`config.mk`:
```
export PLATFORM = sky130hd
export DESIGN_NAME = icache_ctrl_bank_sync_flat
export DESIGN_NICKNAME = d
export VERILOG_FILES = /design/src/rtl/icache_ctrl_bank_sync_if.sv /design/src/rtl/icache_ctrl_bank_sync.sv /design/src/flat_wrapper.sv
export SDC_FILE = /design/constraint.sdc
export NUM_CORES = 1
export LEC_CHECK = 0
export CAP_MARGIN = 20
export CORE_MARGIN = 5
export CORE_UTILIZATION = 35
export DETAILED_ROUTE_END_ITERATION = 16
export SLEW_MARGIN = 20
export SYNTH_ARGS = -nofsm -noshare
export SYNTH_HDL_FRONTEND = slang
export SYNTH_SLANG_ARGS = --single-unit
```
`constraint.sdc`:
```
create_clock -name clk_i -period 2.4 [get_ports clk_i]
set_input_delay 0.36 -clock clk_i [delete_from_list [all_inputs] [get_ports clk_i]]
set_output_delay 0.36 -clock clk_i [all_outputs]
set_load 0.01 [all_outputs]
```
`src/rtl/icache_ctrl_bank_sync_if.sv`:
```
// Bus between the icache control unit / bank array and the bank sync block.
// The slave modport is the sync block's view; master is the environment's.
interface icache_ctrl_bank_sync_if #(
    parameter int NB_CACHE_BANKS = 8,
    parameter int NB_CORES       = 8,
    parameter int CNT_W          = 32
);
    logic                      bypass_req_i;
    logic [NB_CORES:0]         bypass_ack_o;
    logic                      flush_req_i;
    logic                      flush_ack_o;
    logic                      sel_flush_req_i;
    logic [31:0]               sel_flush_addr_i;
    logic                      sel_flush_ack_o;
    logic                      ctrl_clear_regs_i;
    logic                      ctrl_enable_regs_i;
    logic [CNT_W-1:0]          ctrl_hit_count_o;
    logic [CNT_W-1:0]          ctrl_trans_count_o;
    logic [NB_CACHE_BANKS-1:0] bank_bypass_req_o;
    logic [NB_CACHE_BANKS-1:0] bank_bypass_ack_i;
    logic [NB_CACHE_BANKS-1:0] bank_flush_req_o;
    logic [NB_CACHE_BANKS-1:0] bank_flush_ack_i;
    logic [NB_CACHE_BANKS-1:0] bank_sel_flush_req_o;
    logic [31:0]               bank_sel_flush_addr_o;
    logic [NB_CACHE_BANKS-1:0] bank_sel_flush_ack_i;
    logic [NB_CACHE_BANKS-1:0] bank_hit_i;
    logic [NB_CACHE_BANKS-1:0] bank_trans_i;

    modport slave (
        input  bypass_req_i, flush_req_i, sel_flush_req_i, sel_flush_addr_i,
               ctrl_clear_regs_i, ctrl_enable_regs_i, bank_bypass_ack_i,
               bank_flush_ack_i, bank_sel_flush_ack_i, bank_hit_i, bank_trans_i,
        output bypass_ack_o, flush_ack_o, sel_flush_ack_o, ctrl_hit_count_o,
               ctrl_trans_count_o, bank_bypass_req_o, bank_flush_req_o,
               bank_sel_flush_req_o, bank_sel_flush_addr_o
    );

    modport master (
        output bypass_req_i, flush_req_i, sel_flush_req_i, sel_flush_addr_i,
               ctrl_clear_regs_i, ctrl_enable_regs_i, bank_bypass_ack_i,
               bank_flush_ack_i, bank_sel_flush_ack_i, bank_hit_i, bank_trans_i,
        input  bypass_ack_o, flush_ack_o, sel_flush_ack_o, ctrl_hit_count_o,
               ctrl_trans_count_o, bank_bypass_req_o, bank_flush_req_o,
               bank_sel_flush_req_o, bank_sel_flush_addr_o
    );
endinterface

```
`src/rtl/icache_ctrl_bank_sync.sv`:
```
// Fans bypass/flush/selective-flush requests out to the icache banks, merges the
// per-bank acks into one 4-phase ack, and keeps saturating hit/transaction counters.
module icache_ctrl_bank_sync #(
    parameter int NB_CACHE_BANKS = 8,
    parameter int NB_CORES       = 8,
    parameter int CNT_W          = 32
) (
    input logic                   clk_i,
    input logic                   rst_ni,
    icache_ctrl_bank_sync_if.slave bus
);
    localparam int PW = $clog2(NB_CACHE_BANKS + 1);

    typedef enum logic [1:0] {IDLE, FLUSH, SEL_FLUSH, DONE} state_t;

    state_t                    state_q;
    logic [NB_CACHE_BANKS-1:0] pending_q, flush_req_q, sel_req_q, byp_req_q;
    logic [NB_CACHE_BANKS-1:0] flush_done, sel_done, pending_nxt;
    logic [NB_CORES:0]         byp_ack_q;
    logic [31:0]               sel_addr_q;
    logic                      sel_origin_q, flush_ack_q, sel_ack_q, orig_req;
    logic [CNT_W-1:0]          hit_q, trans_q;

    function automatic logic [PW-1:0] popcount(input logic [NB_CACHE_BANKS-1:0] v);
        logic [PW-1:0] c;
        c = '0;
        for (int i = 0; i < NB_CACHE_BANKS; i++) c = c + PW'(v[i]);
        return c;
    endfunction

    function automatic logic [CNT_W-1:0] sat_add(input logic [CNT_W-1:0] a,
                                                 input logic [PW-1:0] b);
        logic [CNT_W:0] s;
        s = {1'b0, a} + {{(CNT_W + 1 - PW){1'b0}}, b};
        return s[CNT_W] ? '1 : s[CNT_W-1:0];
    endfunction

    // Req bits are only set in their own state, so OR-ing both done vectors is safe.
    assign flush_done  = flush_req_q & bus.bank_flush_ack_i;
    assign sel_done    = sel_req_q & bus.bank_sel_flush_ack_i;
    assign pending_nxt = pending_q & ~(flush_done | sel_done);
    assign orig_req    = sel_origin_q ? bus.sel_flush_req_i : bus.flush_req_i;

    always_ff @(posedge clk_i or negedge rst_ni) begin
        if (!rst_ni) begin
            byp_req_q <= '1;
            byp_ack_q <= '1;
        end else begin
            byp_req_q <= {NB_CACHE_BANKS{bus.bypass_req_i}};
            if (&bus.bank_bypass_ack_i)       byp_ack_q <= '1;
            else if (~|bus.bank_bypass_ack_i) byp_ack_q <= '0;
        end
    end

    always_ff @(posedge clk_i or negedge rst_ni) begin
        if (!rst_ni) begin
            state_q      <= IDLE;
            pending_q    <= '0;
            flush_req_q  <= '0;
            sel_req_q    <= '0;
            sel_addr_q   <= '0;
            sel_origin_q <= 1'b0;
            flush_ack_q  <= 1'b0;
            sel_ack_q    <= 1'b0;
        end else begin
            case (state_q)
                IDLE: begin
                    if (bus.flush_req_i) begin
                        state_q      <= FLUSH;
                        pending_q    <= '1;
                        flush_req_q  <= '1;
                        sel_origin_q <= 1'b0;
                    end else if (bus.sel_flush_req_i) begin
                        state_q      <= SEL_FLUSH;
                        pending_q    <= '1;
                        sel_req_q    <= '1;
                        sel_addr_q   <= bus.sel_flush_addr_i;
                        sel_origin_q <= 1'b1;
                    end
                end
                FLUSH, SEL_FLUSH: begin
                    pending_q   <= pending_nxt;
                    flush_req_q <= flush_req_q & ~flush_done;
                    sel_req_q   <= sel_req_q & ~sel_done;
                    if (pending_nxt == '0) state_q <= DONE;
                end
                DONE: begin
                    // A request withdrawn early never sees its ack: we fall straight to IDLE.
                    if (orig_req) begin
                        flush_ack_q <= 1'b1;
                        sel_ack_q   <= sel_origin_q;
                    end else begin
                        flush_ack_q <= 1'b0;
                        sel_ack_q   <= 1'b0;
                        state_q     <= IDLE;
                    end
                end
                default: state_q <= IDLE;
            endcase
        end
    end

    always_ff @(posedge clk_i or negedge rst_ni) begin
        if (!rst_ni) begin
            hit_q   <= '0;
            trans_q <= '0;
        end else if (bus.ctrl_clear_regs_i) begin
            hit_q   <= '0;
            trans_q <= '0;
        end else if (bus.ctrl_enable_regs_i) begin
            hit_q   <= sat_add(hit_q, popcount(bus.bank_hit_i));
            trans_q <= sat_add(trans_q, popcount(bus.bank_trans_i));
        end
    end

    assign bus.bank_bypass_req_o     = byp_req_q;
    assign bus.bypass_ack_o          = byp_ack_q;
    assign bus.bank_flush_req_o      = flush_req_q;
    assign bus.bank_sel_flush_req_o  = sel_req_q;
    assign bus.bank_sel_flush_addr_o = sel_addr_q;
    assign bus.flush_ack_o           = flush_ack_q;
    assign bus.sel_flush_ack_o       = sel_ack_q;
    assign bus.ctrl_hit_count_o      = hit_q;
    assign bus.ctrl_trans_count_o    = trans_q;
endmodule

```
`src/flat_wrapper.sv`:
```
// flat-port wrapper written by rule: the top's interface ports become plain ports
module icache_ctrl_bank_sync_flat 
#(
    parameter int NB_CACHE_BANKS = 8,
    parameter int NB_CORES       = 8,
    parameter int CNT_W          = 32
)
  (clk_i, rst_ni, bus_bypass_req_i, bus_flush_req_i, bus_sel_flush_req_i, bus_sel_flush_addr_i, bus_ctrl_clear_regs_i, bus_ctrl_enable_regs_i, bus_bank_bypass_ack_i, bus_bank_flush_ack_i, bus_bank_sel_flush_ack_i, bus_bank_hit_i, bus_bank_trans_i, bus_bypass_ack_o, bus_flush_ack_o, bus_sel_flush_ack_o, bus_ctrl_hit_count_o, bus_ctrl_trans_count_o, bus_bank_bypass_req_o, bus_bank_flush_req_o, bus_bank_sel_flush_req_o, bus_bank_sel_flush_addr_o);
  icache_ctrl_bank_sync_if #(.NB_CACHE_BANKS(NB_CACHE_BANKS), .NB_CORES(NB_CORES), .CNT_W(CNT_W)) bus_i ();
  input logic clk_i;
  input logic rst_ni;
  input wire logic [$bits(bus_i.bypass_req_i)-1:0] bus_bypass_req_i;
  input wire logic [$bits(bus_i.flush_req_i)-1:0] bus_flush_req_i;
  input wire logic [$bits(bus_i.sel_flush_req_i)-1:0] bus_sel_flush_req_i;
  input wire logic [$bits(bus_i.sel_flush_addr_i)-1:0] bus_sel_flush_addr_i;
  input wire logic [$bits(bus_i.ctrl_clear_regs_i)-1:0] bus_ctrl_clear_regs_i;
  input wire logic [$bits(bus_i.ctrl_enable_regs_i)-1:0] bus_ctrl_enable_regs_i;
  input wire logic [$bits(bus_i.bank_bypass_ack_i)-1:0] bus_bank_bypass_ack_i;
  input wire logic [$bits(bus_i.bank_flush_ack_i)-1:0] bus_bank_flush_ack_i;
  input wire logic [$bits(bus_i.bank_sel_flush_ack_i)-1:0] bus_bank_sel_flush_ack_i;
  input wire logic [$bits(bus_i.bank_hit_i)-1:0] bus_bank_hit_i;
  input wire logic [$bits(bus_i.bank_trans_i)-1:0] bus_bank_trans_i;
  output wire logic [$bits(bus_i.bypass_ack_o)-1:0] bus_bypass_ack_o;
  output wire logic [$bits(bus_i.flush_ack_o)-1:0] bus_flush_ack_o;
  output wire logic [$bits(bus_i.sel_flush_ack_o)-1:0] bus_sel_flush_ack_o;
  output wire logic [$bits(bus_i.ctrl_hit_count_o)-1:0] bus_ctrl_hit_count_o;
  output wire logic [$bits(bus_i.ctrl_trans_count_o)-1:0] bus_ctrl_trans_count_o;
  output wire logic [$bits(bus_i.bank_bypass_req_o)-1:0] bus_bank_bypass_req_o;
  output wire logic [$bits(bus_i.bank_flush_req_o)-1:0] bus_bank_flush_req_o;
  output wire logic [$bits(bus_i.bank_sel_flush_req_o)-1:0] bus_bank_sel_flush_req_o;
  output wire logic [$bits(bus_i.bank_sel_flush_addr_o)-1:0] bus_bank_sel_flush_addr_o;
  assign bus_i.bypass_req_i = bus_bypass_req_i;
  assign bus_i.flush_req_i = bus_flush_req_i;
  assign bus_i.sel_flush_req_i = bus_sel_flush_req_i;
  assign bus_i.sel_flush_addr_i = bus_sel_flush_addr_i;
  assign bus_i.ctrl_clear_regs_i = bus_ctrl_clear_regs_i;
  assign bus_i.ctrl_enable_regs_i = bus_ctrl_enable_regs_i;
  assign bus_i.bank_bypass_ack_i = bus_bank_bypass_ack_i;
  assign bus_i.bank_flush_ack_i = bus_bank_flush_ack_i;
  assign bus_i.bank_sel_flush_ack_i = bus_bank_sel_flush_ack_i;
  assign bus_i.bank_hit_i = bus_bank_hit_i;
  assign bus_i.bank_trans_i = bus_bank_trans_i;
  assign bus_bypass_ack_o = bus_i.bypass_ack_o;
  assign bus_flush_ack_o = bus_i.flush_ack_o;
  assign bus_sel_flush_ack_o = bus_i.sel_flush_ack_o;
  assign bus_ctrl_hit_count_o = bus_i.ctrl_hit_count_o;
  assign bus_ctrl_trans_count_o = bus_i.ctrl_trans_count_o;
  assign bus_bank_bypass_req_o = bus_i.bank_bypass_req_o;
  assign bus_bank_flush_req_o = bus_i.bank_flush_req_o;
  assign bus_bank_sel_flush_req_o = bus_i.bank_sel_flush_req_o;
  assign bus_bank_sel_flush_addr_o = bus_i.bank_sel_flush_addr_o;
  icache_ctrl_bank_sync #(.NB_CACHE_BANKS(NB_CACHE_BANKS), .NB_CORES(NB_CORES), .CNT_W(CNT_W)) u_core (.clk_i(clk_i), .rst_ni(rst_ni), .bus(bus_i));
endmodule
```
==> results list <==
- Classification of the worst setup path: in -> reg
- For this block, the initial DRC count from the detailed router was approximately 310.
* Reg2reg setup slack: approximately 0.15 ns
- In the finished design, the share of the clock period the worst path needs comes to 154%.
- Cell type with the highest aggregate area in the netlist: sky130_fd_sc_hd__dfrtp_1
- Final critical delay including setup and external delays: 3.70 ns
* Share of async-settable or async-resettable flops after synthesis: between 90% and 100%
- After routing the design area is between 0.01 and 0.015 sq mm.
- After clock tree synthesis, the clock-pin slew on the worst setup and hold paths is ~0.07 ns.
* Antenna-violating nets left: 0
- Post-route core utilization: between 50% and 60%
- After layout, the worst setup slack is -1.30 ns.
- Unique cell type count in the Yosys netlist: just over 70
- In the post-synthesis netlist, the cell with the most instances is sky130_fd_sc_hd__nand2_1.
- Setup violations remaining at the end of the flow were counted as between 60 and 70.
- Number of cells produced by synthesis: 804
- Relative to the synthesized area, the layout overhead comes to 58.2%.
* Data arrival, critical path: roughly 4.0 ns
- The final-report hold violation count came to 0.
* I/O pin total: between 200 and 250
- The floorplan step defined a core boundary enclosing ~0.02 sq mm.
- Placed cell count: 1289
* HPWL after detailed placement: around 16000 um
- Number of core rows: 52
- The first global-routing pass estimated around 36000 um of wire.
- Max_cap viols: 0
* Total clock sinks: roughly 130
- Post-synthesis register bit count: approximately 130
- Die outline width: around 150 um
* Area of the die: between 0.02 and 0.025 sq mm
* Total gr overflow: 0
- Wire length per cell: ~17 um
* Via density per instance: between 5 and 6
- Routed vias: 6894
* CTS tree: yes
- Number of enable-type register cells in the synthesized netlist: 0
- The congestion estimate from routability-driven global placement came to ~0.86.
- VDD IR max: about 0.45 mV
- Setup TNS Final: -74.73 ns
- Layout Cells excl Fill: 1344
* Area of the mapped netlist: approximately 0.007 sq mm
- Counting the fill cells in the layout gives roughly 1800.
- Crit. End Element: flop
* Antenna diodes: 0
* DIE HEIGHT: between 150 and 200 um
* CTS root buf: sky130_fd_sc_hd__clkbuf_16
- Syn_area_per_cell: a little under 9 sq um
* Violations in the final reports: setup timing
* Synthesis Warnings: 0
- Net count after synthesis: between 900 and 1000
- In this run the worst path has a maximum fanout of 5.
- Least-Margin Pin Slew: roughly 0.82 ns
* Insertion delay to the later sink of the worst-skew pair: around 0.43 ns
- Yosys top cell area share: approximately 44%
* Via count of the first global-routing pass: 6886
* Starting utilization of the core area: a little over a third
- Total power: between 9 and 10 mW
- Data on the critical path is required at its endpoint by about 2.7 ns.
- The flow ran to the end, but the final reports show violations.
- By count the netlist is led by sky130_fd_sc_hd__nand2_1 (165), sky130_fd_sc_hd__dfrtp_1 (125), sky130_fd_sc_hd__nor2_1 (75).
* Top flip-flop cell by instance count after synthesis: sky130_fd_sc_hd__dfrtp_1
- Number of antenna violations at the first check in global routing: 0
- Sort of element at the start of the critical path: primary input
- Max Buffers Root-to-Sink: 2
- The final layout contains 1166 nets.
* Leak pwr: about 4.9 nW
- The signal on the critical path passes through buf_6 > ha_4 > inv_2 > fa_1 > fa_1 > fa_2 > fa_2 > xnor2_2 > ha_1 > and2b_2 > o31a_4 > buf_6 > and4_4 > buf_6 > o31a_1.
- The count of buffers added on input and output ports is about 210.
- The count of pins over their slew limit is 0.
- Global Route Usage Sum: around a fifth
- Largest stage delay on the critical path: about 0.48 ns
- Sequential elements use 44.6% of the synthesized area.
- Static timing analysis puts the maximum clock frequency at roughly 270 MHz.
* Type of the worst min-delay path: in -> reg
- Router iterations before antenna repair: 6
- Unrepaired setup endpoints after global routing: true
- Top cells by area, synth: sky130_fd_sc_hd__dfrtp_1 (44%), sky130_fd_sc_hd__nand2_1 (8.7%), sky130_fd_sc_hd__nor2_1 (3.9%)
- In the final layout, the share of cells above drive strength 1 is roughly 22%.
- Among the stages of the critical path, the cell type that occurs most often is sky130_fd_sc_hd__buf_6.
- Areal power density over the cells: 829 mW/mm^2
* Final worst clock skew: roughly 0.013 ns
- In this run the cell area measured after placement is ~0.01 sq mm.
- Worst path slowest cell: sky130_fd_sc_hd__fa_1
- Total CTS buffers: 17
* Max H-tree Level: 4
* Relative slew slack: approximately 45%
- The routed design has about 22000 um of wire.
- Entering global routing, the biggest net connects 47 pins.
- Post-route DRC violation count: 0
==> cell usage in the layout, fill, tap and decap left out, types with 8 or more instances in the layout <==
| cell type | n |
|---|---|
| sky130_fd_sc_hd__nand3_1 | 24 |
| sky130_fd_sc_hd__and3_1 | 10 |
| sky130_fd_sc_hd__nor3_2 | 8 |
| sky130_fd_sc_hd__o21ai_0 | 28 |
| sky130_fd_sc_hd__nor2_1 | 67 |
| sky130_fd_sc_hd__ha_1 | 10 |
| sky130_fd_sc_hd__buf_4 | 43 |
| sky130_fd_sc_hd__a211oi_2 | 10 |
| sky130_fd_sc_hd__nor3_1 | 16 |
| sky130_fd_sc_hd__inv_1 | 42 |
| sky130_fd_sc_hd__buf_6 | 35 |
| sky130_fd_sc_hd__a31oi_1 | 12 |
| sky130_fd_sc_hd__nand4_1 | 14 |
| sky130_fd_sc_hd__dfrtp_1 | 125 |
| sky130_fd_sc_hd__mux2i_1 | 10 |
| sky130_fd_sc_hd__nand2_1 | 164 |
| sky130_fd_sc_hd__a21oi_1 | 27 |
| sky130_fd_sc_hd__clkbuf_16 | 17 |
| sky130_fd_sc_hd__clkdlybuf4s50_1 | 198 |
==> through the flow <==
stage                     hold slack [ns]  setup WS, ns
after floorplan                    0.0644         -1.56
after global placement              0.335         -2.12
after detailed placement            0.336         -2.19
after CTS                           0.298         -1.43
after global routing                0.327         -1.39
final                               0.328         -1.30
==> report_power, final <==
part / internal, mW / leakage, nW / switching, mW / total (mW)
registers: 2.69 / 1.65 / 0.391 / 3.08
logic: 1.76 / 2.95 / 1.68 / 3.44
clock network: 1.83 / 0.307 / 1.01 / 2.84
total: 6.28 / 4.91 / 3.08 / 9.36
==> path summary, 6_finish.rpt <==
kind | endpoint | startpoint | depth (start not counted)
max | u_core.bus.ctrl_hit_count_o[0] | bus_bank_hit_i[0] | 15
min | u_core.bus.ctrl_hit_count_o[13] | bus_ctrl_enable_regs_i | 3
max reg2reg | u_core.bus.ctrl_hit_count_o[11] | u_core.bus.ctrl_hit_count_o[0] | 9
min reg2reg | u_core.bus.bank_sel_flush_addr_o[8] | u_core.bus.bank_sel_flush_addr_o[8] | 2
max in group asynchronous | u_core.bus.bank_bypass_req_o[0] | rst_ni | 3
min in group asynchronous | u_core.bus.bank_sel_flush_addr_o[11] | rst_ni | 2
==> sequential cells by signal, indices dropped and copies added, names as in the netlist, 2 cells and up <==
name,count
u_core.bus.bank_flush_req_o,8
u_core.bus.bank_sel_flush_req_o,8
u_core.bus.ctrl_hit_count_o,32
u_core.state_q,2
u_core.bus.ctrl_trans_count_o,32
u_core.pending_q,8
u_core.bus.bank_sel_flush_addr_o,32
==> final cells by class <==
type | count | area, sq um | area share (%)
clock buffer | 21 | 470 | 4.17
clock inverter | 11 | 178 | 1.57
inverter | 45 | 169 | 1.50
multi-input combinational | 583 | 4120 | 36.5
sequential | 127 | 3180 | 28.2
tap | 270 | 338 | 2.99
timing repair buffer | 287 | 2830 | 25.1
==> worst max-delay path: cells and delay by family <==
kind	cells	cell delay, ns
buf+inv	4	0.38
fa+ha+maj	6	2.20
simple gates	2	0.39
xor+xnor	1	0.14
compound gates	2	0.53
==> cell families after synthesis <==
group                    Yosys count  share of synthesized area, %
AND/OR/NAND/NOR                  384                          26.4
AO/OA/AOI/OAI                    154                          14.7
flip-flops                       127                          44.6
buffers and inverters             95                          6.28
adder cells (fa/ha/maj)           26                          5.61
multiplexers                      10                          1.40
XOR/XNOR                           8                         0.982
==> timing repair <==
item / 4_1_cts / 5_1_grt
gates cloned: 2 / 0
hold endpoints to repair: 44 / 0
pin swaps: 53 / 47
endpoints found under the setup margin: 64 / 64
hold buffers: 1 / 0
gates resized for setup: 86 / 47
setup buffers: 7 / 14
==> layer usage <==
layer	global-route usage (%)	wire, um	vias to the layer above
met5	0	0	-
met4	5.56	314	0
met3	5.54	1410	22
met2	30.6	10400	211
met1	25.2	10200	3319
li1	-	-	3342
Power figures use the tool's default switching activity.
